===== src/rtl/vec_stream_serializer.sv =====
// vec_stream_serializer: drains a packed-vector FIFO read port and emits one element per valid/ready beat.
// Ports:
//   clk_in       system clock, posedge
//   rst_in       asynchronous active-low reset
//   chunk_avail  FIFO holds at least one unread chunk
//   rd_en        one-cycle FIFO read strobe
//   rd_data      chunk returned one cycle after rd_en, element 0 in the low bits
//   out_data     current element (0 when out_valid is low)
//   out_valid    out_data valid
//   out_ready    downstream accepts when high with out_valid
//   out_last     final element of a vector
//   vec_done     one-cycle pulse after the last element of a vector is accepted
//   busy         high whenever not idle
module vec_stream_serializer #(
    parameter int VecElements     = 5,
    parameter int ElementsPerRead = 5,
    parameter int NBits           = 8
) (
    input  logic                             clk_in,
    input  logic                             rst_in,
    input  logic                             chunk_avail,
    output logic                             rd_en,
    input  logic [ElementsPerRead*NBits-1:0] rd_data,
    output logic [NBits-1:0]                 out_data,
    output logic                             out_valid,
    input  logic                             out_ready,
    output logic                             out_last,
    output logic                             vec_done,
    output logic                             busy
);
    localparam int Chunks = VecElements / ElementsPerRead;
    localparam int EW     = ElementsPerRead > 1 ? $clog2(ElementsPerRead) : 1;
    localparam int CW     = Chunks > 1 ? $clog2(Chunks) : 1;
    localparam logic [EW-1:0] ELast = EW'(ElementsPerRead - 1);
    localparam logic [CW-1:0] CLast = CW'(Chunks - 1);

    typedef enum logic [1:0] {IDLE, LOAD, EMIT} state_t;

    state_t                           state;
    logic [ElementsPerRead*NBits-1:0] chunk;
    logic [EW-1:0]                    elem_idx;
    logic [CW-1:0]                    chunk_idx;
    logic                             fire;
    logic                             chunk_end;
    logic                             vec_end;

    assign fire      = out_valid & out_ready;
    assign chunk_end = elem_idx == ELast;
    assign vec_end   = chunk_end && chunk_idx == CLast;
    // Reads are issued only at the two decision points: idle, or the handshake that exhausts a chunk.
    // Gated by reset so no strobe escapes while the block is held.
    assign rd_en     = rst_in && chunk_avail && (state == IDLE || (fire && chunk_end));
    assign out_valid = state == EMIT;
    assign out_data  = out_valid ? chunk[int'(elem_idx)*NBits +: NBits] : '0;
    assign out_last  = out_valid && vec_end;
    assign busy      = state != IDLE;

    always_ff @(posedge clk_in or negedge rst_in) begin
        if (!rst_in) begin
            state     <= IDLE;
            chunk     <= '0;
            elem_idx  <= '0;
            chunk_idx <= '0;
            vec_done  <= 1'b0;
        end else begin
            vec_done <= fire && vec_end;
            case (state)
                IDLE: if (chunk_avail) state <= LOAD;
                LOAD: begin
                    chunk    <= rd_data;
                    elem_idx <= '0;
                    state    <= EMIT;
                end
                EMIT: if (fire) begin
                    elem_idx <= chunk_end ? '0 : elem_idx + 1'b1;
                    if (chunk_end) begin
                        // chunk_idx survives a trip through IDLE so a starved vector resumes in place
                        chunk_idx <= chunk_idx == CLast ? '0 : chunk_idx + 1'b1;
                        state     <= chunk_avail ? LOAD : IDLE;
                    end
                end
                default: state <= IDLE;
            endcase
        end
    end
endmodule

===== config.mk =====
export PLATFORM = sky130hd
export DESIGN_NAME = vec_stream_serializer
export DESIGN_NICKNAME = d
export VERILOG_FILES = /design/src/rtl/vec_stream_serializer.sv
export SDC_FILE = /design/constraint.sdc
export NUM_CORES = 1
export LEC_CHECK = 0
export CORE_MARGIN = 1
export CORE_UTILIZATION = 29
export DETAILED_ROUTE_END_ITERATION = 6
export GPL_TIMING_DRIVEN = 0
export SLEW_MARGIN = 40
export SYNTH_ARGS = -nofsm -noshare
export SYNTH_HDL_FRONTEND = slang
export SYNTH_SLANG_ARGS = --single-unit

===== constraint.sdc =====
create_clock -name clk_in -period 1.7 [get_ports clk_in]
set_input_delay 0.34 -clock clk_in [delete_from_list [all_inputs] [get_ports clk_in]]
set_output_delay 0.34 -clock clk_in [all_outputs]
set_load 0.02 [all_outputs]

After elaboration in Yosys (flattened, before gate mapping)

Index checks and enable logic that the tools add are counted.
Widths: inputs -> output; s select.

Input port bits: 44
Register bits after elaboration: 47
Output and inout port bits: 13
Logic and storage cells: 39

Reduce and logical (&&, ||, !) cells: 13
$add $sub $neg: 2
Shift-type cells: 1
Muxes and demuxes: 10
Bitwise gates (word level): 2
Eq/ne operators: 6

Operator list:

| cell                | number |
|---|---|
| $shiftx 40x7->8     | 1 |
| $mux 8              | 1 |
| $logic_and 1x1->1   | 6 |
| $mux 2              | 3 |
| $mux 3              | 2 |
| $pmux 2 s3          | 1 |
| $pmux 3 s2          | 1 |
| $reduce_and 3->1    | 2 |
| $ne 2x1->1 const B  | 2 |
| $reduce_bool 2->1   | 2 |
| $add 3x1->3 const B | 1 |
| $eq 3x3->1 const B  | 1 |
| $eq 2x1->1 const B  | 1 |
| $eq 2x2->1 const B  | 1 |
| $logic_not 2->1     | 1 |
| $mux 1              | 2 |
| $ne 2x2->1 const B  | 1 |
| $reduce_and 2->1    | 1 |
| $add 1x1->1 const B | 1 |
| $and 1x1->1         | 1 |
| $logic_or 1x1->1    | 1 |
| $not 1->1           | 1 |

Longest topological paths before layout

Depth after elaboration: 5
Mapped depth: 7
Gate-level depth less buffers: 5

Worst setup path before layout

OpenSTA, ideal clock, no wires.

Path kind: register to output
Start point: register elem_idx[2]
End point: output out_data[0]
Arrival: 1.423 ns
Required time: 1.360 ns
Stages on the path, launching flop included: 5
Path buffers: 1
Path slack: -0.063 ns
Cell sequence: dfrtp_1 > or4b_1 > buf_2 > o22ai_1 > a21o_1

Word-level cells in the longest chain between the ends: 2

RTL lines:

| what                   | RTL line | RTL |
|---|---|---|
| start, declared        | 41       | `logic [EW-1:0] elem_idx;` |
| start signal, assigned | 75       | `elem_idx <= chunk_end ? '0 : elem_idx + 1'b1;` |
| $shiftx 40x7->8        | 54       | `assign out_data = out_valid ? chunk[int'(elem_idx)*NBits +: NBits] : '0;` |
| $mux 8                 | 54       |  |
| end, declared          | 24       | `output logic [NBits-1:0] out_data,` |

No other way between the ends.

Final worst setup path

Start point: register elem_idx[2]
End point: output out_data[7]

Same word-level chain as after synthesis.

==> flow_summary.yaml <==
sta:
  slew_headroom: 0.648
  fin_ws_ns: -0.446
  period_minus_slack_ns: 2.15
  setup_viol_count_final: 11
  tightest_slew_ns: 0.528
  skew_ns: 0.00469
  maxSlewViolCount: 0
  finalHoldWorstSlack_ns: 0.164
  period_share: 1.26
  rsz0062_at_grt: "yes"
  clock.fmax_mhz: 466
  hold_viol_final: 0
global_routing:
  antenna_found_initial: 0
  grt_usage: 0.147
  grt_pass1_vias: 1631
  grt.overflow.total: 0
  grt_pass1_wl_um: 8310
  grt_max_degree: 23
pwr:
  leakagePower_nw: 1.44
  p_per_area_nw_per_um2: 1590
  irDropWorstVdd_mv: 0.501
critical_path:
  cp_num_buf_inv: 2
  worstSetupEndpointType: "output pin"
  path_delay_family: "simple AND/OR/NAND/NOR gates"
  cp.required_ns: 1.36
  crit_top_cell: "buf_6"
  critPathMaxStageDelay_ns: 0.53
  crit_arrival_ns: 1.81
  crit_slowest_cell: "or4b_1"
  worstSetupStartpointType: "register"
  crit_start: "elem_idx[2]$_DFFE_PN0P_"
  critPathKind: "reg -> out"
  crit_chain: "or4b_1 -> buf_6 -> o22ai_2 -> a21o_1 -> buf_6"
  worstReg2RegStart: "state[0]$_DFFE_PN0P_"
  critPathMaxFanout: 8
clock_tree:
  cts_sinks: 46
  insertion_delay_ns: 0.30
  clock_path_buffers: 2
  cts_htree_levels: 2
  clkTransAtPathRegs_ns: 0.09
  cts-buffers-inserted: 5
  cts_tree: "yes"
  root_buffer: "clkbuf_8"
drt:
  num_vias: 1572
  met3_length_um: 257
  drc: 0
  wl_met1_um: 2410
  drt_iter0_drc: 48
  wl_met2_um: 2640
  route.top_layer_used: "met4"
  viasPerCell: 4.54
  routed_wl_um: 5360
  ant_nets: 0
  first_pass_iters: 4
  wl_per_cell_um: 15.5
job:
  maxCapViolations: 0
logic_synthesis:
  syn_area_um2: 2190
  synth-simple-area-share: 0.0601
  syn_inst: 162
  synth-seq-area-share: 0.526
  synth_nets: 208
  muxShareOfSynthArea: 0.279
  synthDistinctLibCells: 29
  synth_compound_area_frac: 0.0795
  synth_fa_ha_area_frac: 0.0114
  synth_seq_cells: 46
  synth.avg_cell_area_um2: 13.5
  synth_top_family_by_area: "multiplexers"
  ys_warn_count: 0
  synth_xor_xnor_area_share: 0
status:
  status: "complete, but fails checks"
  violations: "negative setup slack"
finish:
  drive_gt1_frac: 0.364
  nFillCells: 701
  final_cell_mix: "dfrtp_1 (43), clkdlybuf4s50_1 (43), mux2_1 (23)"
  n_antenna_cell: 0
  fin_nets: 292
  area_growth_pct: 51.3
  post-route-util: 0.456
  final_area_um2: 3310
die:
  pin_count: 57
  dieArea_um2: 7890
  initial_core_util: 0.302
  fp.coreArea_um2: 7250
  rows: 31
  die_h_um: 88.8
  die_x_um: 88.8
hold_path:
  hold_class: "in -> async"
placed_design:
  io_buffers: 56
  post-place-ws_ns: -0.782
  hpwl_um: 3550
  placed_cell_area_um2: 2950
  place_congestion: 0.740
## Yosys cell counts
cell       count  share of area
nand4bb_1      1         0.0051
or2_2          1         0.0029
buf_2          4         0.0092
buf_4          5          0.017
o211a_1        1         0.0046
mux2_1        23           0.12
and2_1         1         0.0029
a211o_1        1         0.0040
dfrtp_1       46           0.53
ha_1           2          0.011
nor2b_1        1         0.0029
buf_6          2          0.010
nor2_1         3         0.0051
a21o_1         9          0.031
or4b_1         1         0.0046
nand2_1        1         0.0017
nand3_1        3         0.0069
nand2b_1       2         0.0057
o22ai_1        9          0.026
or2b_1         1         0.0034
mux2_2        17          0.088
nor4_4         1         0.0097
a22o_1         1         0.0040
o211ai_1       1         0.0034
a21oi_1        3         0.0069
inv_1          4         0.0069
and4bb_2       1         0.0057
nand3b_1       1         0.0034
mux2i_1       16          0.073
## tightest hold or removal path, delay by kind of cell
| kind | cells | cell delay (ns) |
|---|---|---|
| buf+inv | 3 | 0.55 |
## area by class of cell
class                           instances  area (µm²)  area share
Inverter                                4        27.5     0.00832
Tap cell                               99         124      0.0374
Buffer                                 10        90.1      0.0272
Clock buffer                            7        86.3      0.0261
Timing Repair Buffer                   78         773       0.234
Sequential cell                        46        1150       0.349
Clock inverter                          1        5.00     0.00151
Multi-Input combinational cell        101        1050       0.317
## per-stage QoR
step | power, mW | cells | setup TNS [ns]
after floorplan | 3.47 | 162 | -0.305
after global routing | 5.60 | 346 | -4.48
after detailed placement | 4.23 | 318 | -7.40
after global placement | 4.17 | 317 | -59.03
final | 5.27 | 346 | -3.88
after CTS | 5.26 | 343 | -4.33
## kinds of logic (layout without fill, tap and decap cells)
family	after synthesis	after routing
AOI/OAI and AO/OA	25	25
and+or+nand+nor	18	18
muxes	56	56
DFF	46	46
adders and majority gates	2	2
buffers and inverters	15	100
## worst paths after layout
| kind | to | slack [ns] | depth (start not counted) |
|---|---|---|---|
| worst min register to register | chunk[28]$_DFFE_PN0P_ | 0.49 | 1 |
| max in group asynchronous | elem_idx[0]$_DFFE_PN0P_ | 0.95 | 2 |
| worst max register to register | chunk[37]$_DFFE_PN0P_ | 0.12 | 6 |
| worst min-delay path | chunk[33]$_DFFE_PN0P_ | 0.16 | 3 |
| min in group clk_in | chunk[28]$_DFFE_PN0P_ | 0.49 | 1 |
| worst max-delay path | out_data[7] | -0.45 | 5 |
## where the power goes
group | switching, mW | internal [mW] | leakage [nW]
sequential | 0.279 | 1.63 | 0.547
combinational | 1.17 | 1.49 | 0.850
clock | 0.366 | 0.328 | 0.0482
## per-layer routing
layer / global-route usage / up-vias
met4: 0.0484 / 0
met3: 0.0271 / 5
met1: 0.191 / 770
met5: 0 / -
met2: 0.247 / 42
li1: - / 755
## state kept, by name, indices dropped and copies added (netlist names)
register,flops
state,2
chunk,40
elem_idx,3
vec_done,1
## repair_timing
action                                  CTS  global route
endpoints found under the setup margin   12            12
setup buffers                            14             4
pin swaps                                 9             5
cloned                                    0             0
gates resized for setup                  88             9
hold endpoints to repair                  7             0
hold buffers                              3             0
No activity file was read; power rests on OpenSTA's default activity.
